File: src/rtl/switch_pkg.sv
// Shared switch-fabric definitions: port/cell widths, cell field offsets
// and statistics counter width. Used by the network stages, the ingress
// packer and the egress port unit.
package switch_pkg;

   // Width of every statistics counter in the fabric
   localparam int unsigned CNT_W = 16;

   // Bits needed to address one of port_nub ports (at least one bit)
   function automatic int unsigned port_width(input int unsigned port_nub);
      return (port_nub > 1) ? $clog2(port_nub) : 1;
   endfunction

   // Fabric cell layout, MSB to LSB: {rx_port, tx_port, data}
   function automatic int unsigned cell_width(input int unsigned port_nub,
                                              input int unsigned data_width);
      return 2 * port_width(port_nub) + data_width;
   endfunction

   localparam int unsigned DATA_LSB = 0;

   function automatic int unsigned tx_lsb(input int unsigned data_width);
      return data_width;
   endfunction

   function automatic int unsigned rx_lsb(input int unsigned port_nub,
                                          input int unsigned data_width);
      return data_width + port_width(port_nub);
   endfunction

endpackage

File: src/rtl/egress_fifo.sv
// Show-ahead circular FIFO. Pointers carry one extra wrap bit so full and
// empty are distinguished without a separate counter; the head entry is
// presented combinationally on o_data (forced to zero while empty).
module egress_fifo #(
   parameter int unsigned WIDTH = 8,
   parameter int unsigned DEPTH = 8,
   localparam int unsigned AW   = $clog2(DEPTH)
) (
   input  logic             clk,
   input  logic             rst,
   input  logic             i_push,
   input  logic [WIDTH-1:0] i_data,
   input  logic             i_pop,
   output logic [WIDTH-1:0] o_data,
   output logic             o_full,
   output logic             o_empty,
   output logic [AW:0]      o_level
);

   logic [WIDTH-1:0] r_mem [DEPTH];
   logic [AW:0]      r_wr_ptr;
   logic [AW:0]      r_rd_ptr;
   logic             w_pop;
   logic             w_push;

   assign o_empty = (r_wr_ptr == r_rd_ptr);
   assign o_full  = (r_wr_ptr[AW-1:0] == r_rd_ptr[AW-1:0]) &&
                    (r_wr_ptr[AW] != r_rd_ptr[AW]);
   assign w_pop   = i_pop & ~o_empty;
   // A push into a full buffer is only legal when the head leaves this cycle
   assign w_push  = i_push & (~o_full | w_pop);
   assign o_level = r_wr_ptr - r_rd_ptr;
   assign o_data  = o_empty ? '0 : r_mem[r_rd_ptr[AW-1:0]];

   // Advance read/write pointers on pop/push
   always_ff @(posedge clk) begin
      if (rst) begin
         r_wr_ptr <= '0;
         r_rd_ptr <= '0;
      end else begin
         if (w_push) r_wr_ptr <= r_wr_ptr + (AW+1)'(1);
         if (w_pop)  r_rd_ptr <= r_rd_ptr + (AW+1)'(1);
      end
   end

   // Store the pushed entry at the write slot (storage needs no reset)
   always_ff @(posedge clk) begin
      if (w_push) r_mem[r_wr_ptr[AW-1:0]] <= i_data;
   end

endmodule

File: src/rtl/egress_port_unit.sv
// Egress endpoint of one sorting-network output lane: captures the lane,
// keeps cells addressed to PORT_ID, strips the header and buffers
// {tx_port, data} for the port's valid/ready consumer.
// Optional statistics counters are built when EGRESS_STATS_EN is defined.
module egress_port_unit
   import switch_pkg::*;
#(
   parameter int unsigned DATA_WIDTH = 128,
   parameter int unsigned PORT_NUB   = 16,
   parameter int unsigned PORT_ID    = 0,
   parameter int unsigned FIFO_DEPTH = 8,
   localparam int unsigned PW = port_width(PORT_NUB),
   localparam int unsigned CW = cell_width(PORT_NUB, DATA_WIDTH),
   localparam int unsigned LW = $clog2(FIFO_DEPTH) + 1
) (
   input  logic                  clk,
   input  logic                  rst,
   input  logic [CW-1:0]         cell_in,
   input  logic                  cell_valid,
   output logic [DATA_WIDTH-1:0] out_data,
   output logic [PW-1:0]         out_src,
   output logic                  out_valid,
   input  logic                  out_ready,
   output logic [LW-1:0]         fifo_level,
   output logic [CNT_W-1:0]      misroute_cnt,
   output logic [CNT_W-1:0]      drop_cnt
);

   localparam int unsigned TX_LSB = tx_lsb(DATA_WIDTH);
   localparam int unsigned RX_LSB = rx_lsb(PORT_NUB, DATA_WIDTH);

   logic [CW-1:0]            r_cell;
   logic                     r_valid;
   logic [PW-1:0]            w_rx;
   logic                     w_id_hit;
   logic                     w_match;
   logic                     w_pop;
   logic                     w_push;
   logic                     w_full;
   logic                     w_empty;
   logic [PW+DATA_WIDTH-1:0] w_wr_entry;
   logic [PW+DATA_WIDTH-1:0] w_head;

   // Capture the lane every cycle; reset discards any cell in flight
   always_ff @(posedge clk) begin
      if (rst) begin
         r_cell  <= '0;
         r_valid <= 1'b0;
      end else begin
         r_cell  <= cell_in;
         r_valid <= cell_valid;
      end
   end

   assign w_rx       = r_cell[RX_LSB +: PW];
   assign w_id_hit   = (w_rx == PW'(PORT_ID));
   assign w_match    = r_valid & w_id_hit;
   assign w_pop      = out_valid & out_ready;
   assign w_push     = w_match & (~w_full | w_pop);
   assign w_wr_entry = {r_cell[TX_LSB +: PW], r_cell[DATA_LSB +: DATA_WIDTH]};

   egress_fifo #(
      .WIDTH (PW + DATA_WIDTH),
      .DEPTH (FIFO_DEPTH)
   ) u_fifo (
      .clk     (clk),
      .rst     (rst),
      .i_push  (w_push),
      .i_data  (w_wr_entry),
      .i_pop   (w_pop),
      .o_data  (w_head),
      .o_full  (w_full),
      .o_empty (w_empty),
      .o_level (fifo_level)
   );

   assign out_valid = ~w_empty;
   assign out_src   = w_head[DATA_WIDTH +: PW];
   assign out_data  = w_head[DATA_WIDTH-1:0];

`ifdef EGRESS_STATS_EN
   logic             w_misroute;
   logic             w_drop;
   logic [CNT_W-1:0] r_misroute_cnt;
   logic [CNT_W-1:0] r_drop_cnt;

   assign w_misroute = r_valid & ~w_id_hit;
   assign w_drop     = w_match & w_full & ~w_pop;

   // Saturating misroute/drop statistics
   always_ff @(posedge clk) begin
      if (rst) begin
         r_misroute_cnt <= '0;
         r_drop_cnt     <= '0;
      end else begin
         if (w_misroute && (r_misroute_cnt != '1))
            r_misroute_cnt <= r_misroute_cnt + CNT_W'(1);
         if (w_drop && (r_drop_cnt != '1))
            r_drop_cnt <= r_drop_cnt + CNT_W'(1);
      end
   end

   assign misroute_cnt = r_misroute_cnt;
   assign drop_cnt     = r_drop_cnt;
`else
   assign misroute_cnt = '0;
   assign drop_cnt     = '0;
`endif

endmodule
File: config.mk
export PLATFORM = sky130hd
export DESIGN_NAME = egress_port_unit
export DESIGN_NICKNAME = d
export VERILOG_FILES = /design/src/rtl/switch_pkg.sv /design/src/rtl/egress_fifo.sv /design/src/rtl/egress_port_unit.sv
export SDC_FILE = /design/constraint.sdc
export NUM_CORES = 1
export LEC_CHECK = 0
export CAP_MARGIN = 10
export CORE_MARGIN = 3
export CORE_UTILIZATION = 40
export DETAILED_ROUTE_END_ITERATION = 6
export GPL_ROUTABILITY_DRIVEN = 0
export GPL_TIMING_DRIVEN = 0
export SYNTH_ARGS = -nofsm -noshare
export SYNTH_HDL_FRONTEND = slang
export SYNTH_SLANG_ARGS = --single-unit
File: constraint.sdc
create_clock -name clk -period 15.1 [get_ports clk]
set_input_delay 2.265 -clock clk [delete_from_list [all_inputs] [get_ports clk]]
set_output_delay 2.265 -clock clk [all_outputs]
set_load 0.01 [all_outputs]
# Word level (Yosys, flattened, before mapping)
# Memory sizes are Yosys's and may differ from the RTL's. A register that Yosys moved wholly into a read port is not among the register bits.
# Cells that the tools add are included.
dict set report totals {
  ff_bits 145
  latch_bits 0
  mem_bits_rw 1056
  romBits 0
  in_bits 140
  elab_cells 27
  memories 1
}
# name words width read_ports rd_clocked_by_memory_dff write_ports line_no
set mem_list {}
lappend mem_list {u_fifo.r_mem 8 132 1 1 1 egress_fifo.sv:20} ;# logic [WIDTH-1:0] r_mem [DEPTH];
dict set report op_classes {
  n_addsub 3
  n_mul 0
  div 0
  n_lt_le_gt_ge 0
  eq_ne 3
  n_shift 0
  mux 5
  n_bitwise 9
  n_reduce_logical 2
}
# operator count
set ops {}
lappend ops {{132-bit two-way mux} 1}
lappend ops {{4-bit by 1-bit adder with 4-bit output, second input constant} 2}
lappend ops {{3-bit two-way mux} 2}
lappend ops {{1-bit bitwise AND} 5}
lappend ops {{4-bit equality test} 1}
lappend ops {{4-bit logical NOT} 1}
lappend ops {{4-bit subtractor} 1}
lappend ops {{3-bit equality test} 1}
lappend ops {{1-bit two-way mux} 2}
lappend ops {{1-bit NOT} 2}
lappend ops {{1-bit bitwise OR} 2}
lappend ops {{1-bit logical AND} 1}
lappend ops {{1-bit inequality test} 1}

# Longest topological paths before layout
dict set report logic_depth {
  word_depth 8
  ltp_mapped 10
}

# Modules after synthesis
# From an unflattened synthesis, not the netlist that was laid out.
dict set report unflattened {
  cells_unflattened 1944
  hier_area_um2 43889.6
}
# mod instances cells_each area_each_um2 seq_area_each_um2
set by_module_without_submodules {}
lappend by_module_without_submodules {egress_fifo 1 1617 39912.0 31930.6}
lappend by_module_without_submodules {egress_port_unit 1 327 3977.6 2742.6}

# Worst setup path after synthesis
# Ideal clock, no wire load.
dict set report synth_path {
  path_type {input port to flip-flop}
  start {in out_ready}
  end {mem u_fifo.r_mem[4][0] (netlist name), enable pin}
  arrival_time_ns 12.365
  required_ns 14.288
  slack_ns 1.923
  cell_stages 4
  path_buffers 0
  cell_sequence {nand4b_1 > o211ai_1 > nand2b_1 > nor3b_1}
}
dict set report synth_via {
  elab_chain_cells 6
}
# element line_no
set synth_rtl {}
lappend synth_rtl {{start, declared} egress_port_unit.sv:23} ;# input logic out_ready,
lappend synth_rtl {{1-bit bitwise AND (*)} egress_port_unit.sv:58} ;# assign w_pop = out_valid & out_ready;
lappend synth_rtl {{1-bit bitwise OR / 1-bit bitwise AND (equally long branches)} {egress_port_unit.sv:59, egress_fifo.sv:29}}
lappend synth_rtl {{1-bit bitwise AND / 1-bit bitwise OR (equally long branches)} {egress_port_unit.sv:59, egress_fifo.sv:31}}
lappend synth_rtl {{1-bit bitwise AND (*)} egress_fifo.sv:31} ;# assign w_push = i_push & (~o_full | w_pop);
lappend synth_rtl {{1-bit two-way mux (*)} egress_fifo.sv:48} ;# if (w_push) r_mem[r_wr_ptr[AW-1:0]] <= i_data;
lappend synth_rtl {{1-bit two-way mux (not written as such) (*)} egress_fifo.sv:48}
lappend synth_rtl {{end, declared} egress_fifo.sv:20}
# Every way passes the cells marked *; elsewhere a longest branch is shown, timed or not.

# Worst setup path after layout
dict set report layout_path {
  start {reg u_fifo.r_wr_ptr[1]}
  end {out out_data[109]}
}
dict set report layout_via {
  elab_chain_cells 2
}
# element line_no
set layout_rtl {}
lappend layout_rtl {{start, declared} egress_fifo.sv:21} ;# logic [AW:0] r_wr_ptr;
lappend layout_rtl {{start signal, assigned} egress_fifo.sv:41} ;# if (w_push) r_wr_ptr <= r_wr_ptr + (AW+1)'(1);
lappend layout_rtl {{4-bit equality test} egress_fifo.sv:26} ;# assign o_empty = (r_wr_ptr == r_rd_ptr);
lappend layout_rtl {{132-bit two-way mux} egress_fifo.sv:33} ;# assign o_data = o_empty ? '0 : r_mem[r_rd_ptr[AW-1:0]];
lappend layout_rtl {{end, declared} egress_port_unit.sv:20} ;# output logic [DATA_WIDTH-1:0] out_data,
# Every way passes these cells.

==> impl_metrics.ini <==
[outcome]
status = complete, no violations

[worst_setup_path]
r2r_slack_ps = 10940
cp.required_ps = 12840
cp_max_fo = 10
r2r-start = r_cell[133]
worstReg2RegEnd = u_fifo.r_mem[0][22]
crit_path_end = out_data[109]
end_kind = primary output
cp-startpoint = u_fifo.r_wr_ptr[1]
path_class = flop to primary output
rr_worst_depth = 11
start_kind = flop
worstPathArrival_ps = 4670

[cts]
cts_resized = 0
cts_setup_buffers = 0
cts_buffers = 119
root_buffer = clkbuf_16
clock_path_buffers = 3
clk_pin_slew_ps = 60
clock_sinks = 1204
htree_levels = 3
cts_tree = yes
clock_latency_ps = 700
cts_hold_buf = 0

[pwr]
p_per_area_nw_per_um2 = 130
p_comb_share_pct = 5.1
internal-power_mw = 5.57
power_frac_clock_pct = 42.5
vdd_drop_max_v = 0.0000915
p_leak_nw = 17.8
fin_total_pwr_mw = 7.02
switching_share_pct = 20.6
pwr-share-seq_pct = 52.4
p_switching_mw = 1.44

[timing]
timing.fmax_ghz = 0.144
maxSlewHeadroom_pct = 26.6
finClkSkew_ps = 21.2
rsz0062_at_grt = false
maxSlewViolCount = 0
finalSetupTns_ps = 0
fin_crit_sh_pct = 45.9
worst_pin_slew_ps = 1100
timing.final.hold_violations = 0
setup_viol = 0
min_period_ps = 6930
timing.hold.ws_ps = 528

[layout]
fin_util_pct = 50.0
drive_gt1_share_pct = 26.1
final_cell_count_no_fill = 3998
synthToLayoutAreaGrowth_pct = 23.3
diodes = 0
fin_nets = 2635

[global_route]
grt_pass1_vias = 22100
grt.overflow.total = 0
antenna_found_initial = 6
grt_max_degree = 25
grt_pass1_wl_mm = 149
grt_usage_pct = 18.1

[synth]
ys.flop_type = edfxtp_1
synth_edf_count = 1056
yosys_warnings = 0
syn_area_per_cell_um2 = 22.6
synth_cells = 1939
ys_seq_area_share_pct = 79.1
async_flop_share_pct = 0
yosys_register_bits = 1204
synth_cell_types = 37
synth.cell_area_um2 = 43800

[detailed_routing]
ant_nets = 0
dr.pass1.iters = 5
wl_per_cell_um = 25.7
vias_per_cell = 5.25
drcViolationCount = 0
vias = 21000
wl_mm = 103
drt_iter0_drc = 1844

[die]
initial_core_util_pct = 40.6
die-area_um2 = 114000
fp.dieW_um = 337
fp.coreArea_um2 = 108000
io_pins = 309
row_count = 120
die_y_um = 337

[hold_path]
hold_path_class = flop to flop

[placement]
port_buffers = 275
dp_hpwl_mm = 67.8
dp_cells = 3771

[flow_run]
max_cap_violations = 0
-- metal layers --
metal | global-route usage (%) | part of all wire [%] | vias to the layer above
li1 | - | - | 9081
met1 | 24.4 | 42 | 11100
met2 | 30.1 | 49 | 691
met3 | 3.70 | 6.5 | 137
met4 | 5.07 | 2.3 | 0
met5 | 0 | 0 | -
-- cells in the final DEF (no fill, tap or decap), types with 11 or more instances in the layout --
cell type        instances
bufinv_16               12
buf_4                   40
nor2b_1                138
buf_6                  104
clkdlybuf4s50_1        275
mux4_2                 264
buf_2                   45
clkbuf_1                72
buf_12                  11
clkbuf_8                17
dfxtp_1                148
conb_1                  32
clkinv_1                13
a22o_1                 132
clkbuf_16              120
edfxtp_1              1056
clkinv_2                28
-- final cells by class --
| type | instances | area, um2 |
|---|---|---|
| plain buffers | 138 | 766 |
| clock buffers | 161 | 3330 |
| clock inverters | 66 | 693 |
| fillers | 8589 | 53900 |
| inverters | 8 | 30.0 |
| multi-input cells | 620 | 8520 |
| flip-flops and latches | 1204 | 34700 |
| well taps | 1403 | 1760 |
| repair buffers | 398 | 4250 |
-- cells by family after synthesis --
| group | synth area share (%) |
|---|---|
| AOI/OAI and AO/OA | 2.84 |
| xor gates and xnor gates | 0.163 |
| adders and majority gates | 0.188 |
| buffers and inverters | 1.81 |
| DFF | 79.1 |
| muxes | 13.6 |
| other | 0.00856 |
| and+or+nand+nor | 2.29 |
-- worst max-delay path, stage by stage, from the launching register on --
cell             delay [ps]
dfxtp_1                 560
ha_1                    340
and3_1                  190
buf_2                   150
a21oi_2                 820
buf_2                   580
buf_2                   380
a22o_1                  320
clkdlybuf4s50_1         610
-- power groups by stage --
stage                     Combinational (mW)  Sequential, mW  Clock (mW)
after floorplan                        0.203            3.74           0
after CTS                              0.370            3.68        3.05
after global routing                   0.387            3.68        3.18
after global placement                 0.362            3.75           0
final                                  0.360            3.68        2.98
after detailed placement               0.368            3.75           0
-- registers in the layout, indices dropped and copies added (netlist names), named ones only --
| signal | flops |
|---|---|
| r_cell | 136 |
| u_fifo.r_mem | 1056 |
| r_valid | 1 |
| u_fifo.r_rd_ptr | 4 |
| u_fifo.r_wr_ptr | 4 |
-- cells in the mapped netlist, types with 2 or more instances --
master       n  area (um2)
a21oi_1      7        35.0
a22o_1     132        1160
buf_2       45         225
buf_4       32         240
buf_6        9         101
clkbuf_1    51         191
dfxtp_1    148        2960
edfxtp_1  1056       31700
ha_1         5        62.6
inv_1        8        30.0
mux4_2     264        5950
nand2_1      4        15.0
nor2_1       7        26.3
nor2b_1    138         863
nor3_1       5        25.0
nor3b_1      2        15.0
o21ai_0      2        10.0
or3_1        2        12.5
xnor2_1      4        35.0
-- metrics by stage --
stage | instance area, um2 | setup WS, ps
floorplan | 43900 | 1920
global placement | 48400 | -10340
detailed placement | 50000 | 8810
CTS | 54000 | 8010
global route | 54000 | 7930
finish | 54000 | 8170
-- worst min path at each step --
stage | depth (start not counted) | endpoint | start | slack (ps)
finish | 2 | u_fifo.r_wr_ptr[0] | u_fifo.r_wr_ptr[0] | 530
global route | 2 | u_fifo.r_wr_ptr[0] | u_fifo.r_wr_ptr[0] | 550
CTS | 2 | u_fifo.r_wr_ptr[0] | u_fifo.r_wr_ptr[0] | 520
detailed placement | 2 | u_fifo.r_wr_ptr[0] | u_fifo.r_wr_ptr[0] | 510
global placement | 2 | u_fifo.r_wr_ptr[0] | u_fifo.r_wr_ptr[0] | 480
floorplan | 2 | u_fifo.r_wr_ptr[0] | u_fifo.r_wr_ptr[0] | 470
Note: power is estimated with default switching activity, not from simulation.
